File: config.mk
export PLATFORM = sky130hd
export DESIGN_NAME = output_pulse_stretcher_50mhz_25us
export DESIGN_NICKNAME = d
export VERILOG_FILES = /design/src/rtl/output_pulse_stretcher_pkg.sv /design/src/rtl/output_pulse_stretcher_channel.sv /design/src/rtl/output_pulse_stretcher_50mhz_25us.sv
export SDC_FILE = /design/constraint.sdc
export NUM_CORES = 1
export LEC_CHECK = 0
export ABC_AREA = 1
export CAP_MARGIN = 20
export CORE_ASPECT_RATIO = 1.2
export CORE_MARGIN = 3
export CORE_UTILIZATION = 65
export CTS_CLUSTER_SIZE = 16
export DETAILED_ROUTE_END_ITERATION = 16
export GPL_ROUTABILITY_DRIVEN = 0
export PLACE_DENSITY = 0.81
export SYNTH_ARGS = -nofsm -noshare
export SYNTH_HDL_FRONTEND = slang
export SYNTH_SLANG_ARGS = --single-unit
File: constraint.sdc
create_clock -name iCLOCK -period 3.8 [get_ports iCLOCK]
set_input_delay 0.95 -clock iCLOCK [delete_from_list [all_inputs] [get_ports iCLOCK]]
set_output_delay 0.95 -clock iCLOCK [all_outputs]
set_load 0.02 [all_outputs]
File: src/rtl/output_pulse_stretcher_pkg.sv
// ---------------------------------------------------------------------------
// output_pulse_stretcher_pkg
// Shared definitions for the output pulse stretcher:
//   - state_t : per-channel FSM encoding (IDLE / HOLD / GAP)
//   - default timing constants for a 50MHz clock and a 25us timebase
// ---------------------------------------------------------------------------
package output_pulse_stretcher_pkg;

    typedef enum logic [1:0] {
        IDLE = 2'd0,
        HOLD = 2'd1,
        GAP  = 2'd2
    } state_t;

    localparam int TICK_DIV_25US_50MHZ = 1250;  // 1250 x 20ns = 25us
    localparam int HOLD_100MS          = 4000;  // 4000 x 25us = 100ms
    localparam int GAP_10MS            = 400;   //  400 x 25us = 10ms

endpackage

File: src/rtl/output_pulse_stretcher_channel.sv
// ---------------------------------------------------------------------------
// output_pulse_stretcher_channel
// One stretcher channel: FSM, tick down-counter and pending bit.
// Turns a single-cycle event into a pulse with a minimum high time, followed
// by a minimum low gap. Both times are counted in timebase ticks.
//
// Ports:
//   clk    in   system clock
//   rst_n  in   asynchronous active-low reset
//   tick   in   one-cycle timebase strobe shared by all channels
//   evt    in   event strobe (level high = event, sampled every posedge)
//   pulse  out  stretched output, registered
//   busy   out  high while not IDLE, registered
//
// Optional feature macro: OUTPUT_PULSE_STRETCHER_RETRIGGER_EN
//   defined   : an event during HOLD reloads the hold counter
//   undefined : events during HOLD are ignored
//
// State | meaning
// IDLE  | output low, waiting for an event
// HOLD  | output high, counting HOLD_TICKS down
// GAP   | output low, counting GAP_TICKS down, remembering events as pending
// ---------------------------------------------------------------------------
module output_pulse_stretcher_channel
    import output_pulse_stretcher_pkg::*;
#(
    parameter int HOLD_TICKS = HOLD_100MS,
    parameter int GAP_TICKS  = GAP_10MS,
    parameter int CNT_W      = 16
) (
    input  logic clk,
    input  logic rst_n,
    input  logic tick,
    input  logic evt,
    output logic pulse,
    output logic busy
);

`ifdef OUTPUT_PULSE_STRETCHER_RETRIGGER_EN
    localparam bit RETRIGGER = 1'b1;
`else
    localparam bit RETRIGGER = 1'b0;
`endif

    localparam logic [CNT_W-1:0] HOLD_LD = CNT_W'(HOLD_TICKS);
    localparam logic [CNT_W-1:0] GAP_LD  = CNT_W'(GAP_TICKS);
    localparam logic [CNT_W-1:0] CNT_ONE = CNT_W'(1);

    state_t           state_q, state_d;
    logic [CNT_W-1:0] cnt_q, cnt_d;
    logic             pend_q, pend_d;
    logic             pulse_q, busy_q;

    always_ff @(posedge clk or negedge rst_n) begin
        if (!rst_n) begin
            state_q <= IDLE;
            cnt_q   <= '0;
            pend_q  <= 1'b0;
            pulse_q <= 1'b0;
            busy_q  <= 1'b0;
        end else begin
            state_q <= state_d;
            cnt_q   <= cnt_d;
            pend_q  <= pend_d;
            // Outputs follow the next state so they are registered with
            // one clock of latency from the event.
            pulse_q <= (state_d == HOLD);
            busy_q  <= (state_d != IDLE);
        end
    end

    always_comb begin
        state_d = state_q;
        cnt_d   = cnt_q;
        pend_d  = pend_q;
        case (state_q)
            IDLE: begin
                pend_d = 1'b0;
                if (evt) begin
                    state_d = HOLD;
                    cnt_d   = HOLD_LD;
                end
            end
            HOLD: begin
                // A retrigger reload wins over a tick in the same cycle, so a
                // steady event stream never lets the counter expire.
                if (RETRIGGER && evt) begin
                    cnt_d = HOLD_LD;
                end else if (tick) begin
                    if (cnt_q == CNT_ONE) begin
                        if (GAP_TICKS == 0) begin
                            if (pend_q) begin
                                cnt_d  = HOLD_LD;
                                pend_d = 1'b0;
                            end else begin
                                state_d = IDLE;
                                cnt_d   = '0;
                            end
                        end else begin
                            state_d = GAP;
                            cnt_d   = GAP_LD;
                        end
                    end else begin
                        cnt_d = cnt_q - CNT_ONE;
                    end
                end
            end
            GAP: begin
                if (evt) begin
                    pend_d = 1'b1;
                end
                if (tick) begin
                    if (cnt_q == CNT_ONE) begin
                        // An event on the gap-ending tick counts as pending.
                        if (pend_q || evt) begin
                            state_d = HOLD;
                            cnt_d   = HOLD_LD;
                        end else begin
                            state_d = IDLE;
                            cnt_d   = '0;
                        end
                        pend_d = 1'b0;
                    end else begin
                        cnt_d = cnt_q - CNT_ONE;
                    end
                end
            end
            default: begin
                state_d = IDLE;
                cnt_d   = '0;
                pend_d  = 1'b0;
            end
        endcase
    end

    assign pulse = pulse_q;
    assign busy  = busy_q;

endmodule

File: src/rtl/output_pulse_stretcher_50mhz_25us.sv
// ---------------------------------------------------------------------------
// output_pulse_stretcher_50mhz_25us
// Stretches single-cycle status strobes into human-visible, glitch-free
// pulses for LED/indicator pads. A free-running prescaler produces a 25us
// tick (at 50MHz) shared by N independent stretcher channels.
//
// Ports:
//   iCLOCK   in   [1]    50MHz system clock
//   inRESET  in   [1]    asynchronous active-low reset
//   iEVENT   in   [N]    per-channel event strobes
//   oDATA    out  [N]    stretched pulses, registered
//   oBUSY    out  [N]    per-channel busy (HOLD or GAP), registered
//
// Optional feature macro: OUTPUT_PULSE_STRETCHER_RETRIGGER_EN
//   (retrigger during HOLD; handled inside output_pulse_stretcher_channel)
// ---------------------------------------------------------------------------
module output_pulse_stretcher_50mhz_25us
    import output_pulse_stretcher_pkg::*;
#(
    parameter int N          = 1,
    parameter int TICK_DIV   = TICK_DIV_25US_50MHZ,
    parameter int PRE_W      = 11,
    parameter int HOLD_TICKS = HOLD_100MS,
    parameter int GAP_TICKS  = GAP_10MS,
    parameter int CNT_W      = 16
) (
    input  logic         iCLOCK,
    input  logic         inRESET,
    input  logic [N-1:0] iEVENT,
    output logic [N-1:0] oDATA,
    output logic [N-1:0] oBUSY
);

    localparam logic [PRE_W-1:0] PRE_LAST = PRE_W'(TICK_DIV - 1);
    localparam logic [PRE_W-1:0] PRE_ONE  = PRE_W'(1);

    logic [PRE_W-1:0] pre_q;
    logic             tick;

    // Tick is decoded straight from the prescaler so it is low in reset
    // and high for exactly the one cycle where the prescaler sits at its end.
    assign tick = (pre_q == PRE_LAST);

    always_ff @(posedge iCLOCK or negedge inRESET) begin
        if (!inRESET) begin
            pre_q <= '0;
        end else if (tick) begin
            pre_q <= '0;
        end else begin
            pre_q <= pre_q + PRE_ONE;
        end
    end

    for (genvar g = 0; g < N; g++) begin : g_ch
        output_pulse_stretcher_channel #(
            .HOLD_TICKS (HOLD_TICKS),
            .GAP_TICKS  (GAP_TICKS),
            .CNT_W      (CNT_W)
        ) u_ch (
            .clk   (iCLOCK),
            .rst_n (inRESET),
            .tick  (tick),
            .evt   (iEVENT[g]),
            .pulse (oDATA[g]),
            .busy  (oBUSY[g])
        );
    end

endmodule

==> impl_summary.txt <==
----------------------------------------------------
[Floorplan]
  Die footprint ... 3650 um^2
  Std cell rows ... 21
  Die X-Extent ... 55.6 um
  Placeable Area ... 2810 um^2
  Overall die height ... 65.6 um
  Number of primary I/O pins ... 5
  Starting density of the core ... 0.684

[Worst setup path]
  Crit path launch type ... flip-flop
  Critical-path cell list ... clkdlybuf4s50_1
  Critical path's top delay family ... buffers and inverters
  Startpoint of the most critical setup path ... g_ch[0].u_ch.pulse$_DFF_PN0_
  Delay contributed by the slowest stage of the critical path ... 590 ps
  CP max FO ... 1
  Data arrival, critical path ... 1250 ps
  Crit path required time ... 2850 ps
  Buffers and inverters on the worst path ... 1
  Critical path capture point type ... output port
  Slowest library cell on the worst path ... clkdlybuf4s50_1
  Worst reg2reg path startpoint ... pre_q[0]$_DFF_PN0_
  Category of the most critical setup path ... flip-flop to output port

[Global routing]
  Congestion Overflow GR ... 0
  Largest net degree at the start of global routing ... 33
  Wire length of the first global-routing pass ... 6.89 mm
  Global-route usage over all layers ... 0.241
  Initial antenna violation count ... 0
  Number of global-route vias before repair ... 1672

[STA]
  Clock period minus final worst setup slack ... 2200 ps
  Unrepaired setup endpoints after global routing ... false
  Setup TNS after final layout ... 0 ps
  Final setup vio count ... 0
  FMAX ... 0.455 GHz
  Max-slew headroom ... 0.654
  Count of pins over their slew limit ... 0
  Final Hold Fails ... 0
  Setup ws final ... 1600 ps
  Worst Skew ... 17.0 ps
  Worst hold-check slack ... 486 ps
  Worst slew pin tran ... 514 ps
  Portion of the clock cycle consumed by the worst path in the final layout ... 0.578

[Synth]
  Mean instance size in the synthesized netlist ... 7.07 um^2
  Area fraction of the dominant cell type after synthesis ... 0.417
  Post-synthesis sequential area ratio ... 0.417
  Total of warnings raised by yosys ... 0
  Number of instances in the synthesized netlist ... 272
  Cell type with the largest total area after synthesis ... dfrtp_1
  Post-synthesis instance area ... 1920 um^2
  Synthesized netlist net count ... 279
  Number of synthesized register bits ... 32
  Cells taking the most area after synthesis ... dfrtp_1 42%, nand2_1 14%, nor2_1 8.2%
  Number of distinct standard cells referenced by the synthesized netlist ... 24

[Hold path]
  Worst min path class ... flip-flop to flip-flop
  Hold Path Origin ... g_ch[0].u_ch.pend_q$_DFFE_PN0N_

[Routing]
  Detailed Route WL ... 3.87 mm
  Residual DRC ... 0
  Via density per instance ... 5.41
  Antenna violation net count after detailed routing ... 0
  Final routed wire length divided by cell count ... 12.2 um
  DRC marker count from the first detailed-route iteration ... 133
  Routed vias ... 1716
  Number of optimization iterations in the first detailed-route pass ... 4

[Job]
  Count of max-cap constraint violations ... 0

[CTS]
  Number of resized instances in the post-cts repair step ... 0
  Max H-tree Level ... 2
  Clock tree from TritonCTS ... yes
  Cts bufs inserted ... 5
  Root buf cell ... clkbuf_4
  Max Root-Sink Buffers ... 2
  Hold Buf Count CTS ... 0
  Clk slew on worst S/H paths ... 90 ps
  Sinks on the clock net ... 32
  Clock insertion delay at the later pin of the skew report ... 340 ps
  # Post-CTS Setup Buffers ... 0

[Power and ir drop]
  Total power of the final layout ... 1.14 mW
  Worst VDD drop ... 0.330 mV
  Static leakage ... 1.08 nW
  Power density relative to cell area ... 554 nW/um^2

[Cells and area]
  Area growth from synthesis to final layout ... 6.77%
  Antenna diodes ... 0
  NumNets Final ... 289
  Post-route standard cell area excluding fillers ... 2050 um^2
  Proportion of layout cells with a drive suffix above 1 ... 0.0671
  Fin cells ... 317
  Post-layout util ... 0.730
  Commonest cells after routing, fill and taps aside ... 72 x nand2_1, 42 x nor2_1, 39 x inv_1, 32 x dfrtp_1, 26 x nand3_1
  Most frequent standard cell in the layout excluding fill and tap cells ... nand2_1

[Outcome]
  Outcome ... complete, no violations

[Place]
  Worst slack at placement ... 1340 ps
  Placed Area ... 1990 um^2
  Cell total after placement ... 309
  Number of buffer cells added on primary ports ... 4
  HPWL Detailed ... 2.87 mm

----------------------------------------------------
==> worst paths after layout <==
path | to | slack [ps] | cells past startpoint
max in group asynchronous | g_ch[0].u_ch.state_q[0]$_DFF_PN0_ | 2490 | 2
min in group asynchronous | g_ch[0].u_ch.cnt_q[10]$_DFFE_PN0P_ | 1000 | 2
min | g_ch[0].u_ch.pend_q$_DFFE_PN0N_ | 490 | 2
max | oDATA | 1600 | 1
max reg2reg | g_ch[0].u_ch.cnt_q[12]$_DFFE_PN0P_ | 1970 | 8
min reg2reg | g_ch[0].u_ch.pend_q$_DFFE_PN0N_ | 490 | 2
==> registers in the layout (all words and copies together), names as in the netlist <==
signal / cells
g_ch.u_ch.cnt_q: 16
g_ch.u_ch.pend_q: 1
pre_q: 11
g_ch.u_ch.state_q: 2
g_ch.u_ch.busy: 1
g_ch.u_ch.pulse: 1
==> Yosys cell counts <==
cell type and number:
nor3_1 4, buf_4 1, nor2_2 3, inv_1 39, nand3b_1 2, dfrtp_1 32, ha_1 4, nand4_1 1
nor2_4 1, or2_1 1, o21ai_0 15, nor3b_1 1, a21oi_1 6, o21ai_2 2, nand2_1 72, o21ai_1 3
o211ai_1 2, xor2_1 6, nor3_2 2, nand3_1 26, nor4_1 2, nand2_2 4, nor2_1 42, buf_6 1
==> cells by family after synthesis <==
family | synth area share
adders and majority gates | 0.0260
and+or+nand+nor | 0.365
xor gates and xnor gates | 0.0273
DFF | 0.417
buffers and inverters | 0.0859
AOI/OAI and AO/OA | 0.0794
==> final cells by class <==
type,count,area [um^2]
Clock buffer,8,58.8
Fill cell,236,759
Inverter,39,146
Multi-Input combinational cell,199,956
Sequential cell,32,801
Tap cell,34,42.5
Timing Repair Buffer,5,47.5
==> layer usage <==
layer | vias to the layer above | part of all wire | track usage
met1 | 786 | 0.43 | 0.274
met4 | 0 | 0.021 | 0.0729
li1 | 879 | - | -
met5 | - | 0 | 0
met2 | 38 | 0.50 | 0.444
met3 | 13 | 0.047 | 0.0589
==> power by group <==
part	switching [mW]	internal, mW
sequential	0.0675	0.411
combinational	0.295	0.158
clock	0.115	0.0913
total	0.478	0.660
No activity file was read; power rests on OpenSTA's default activity.
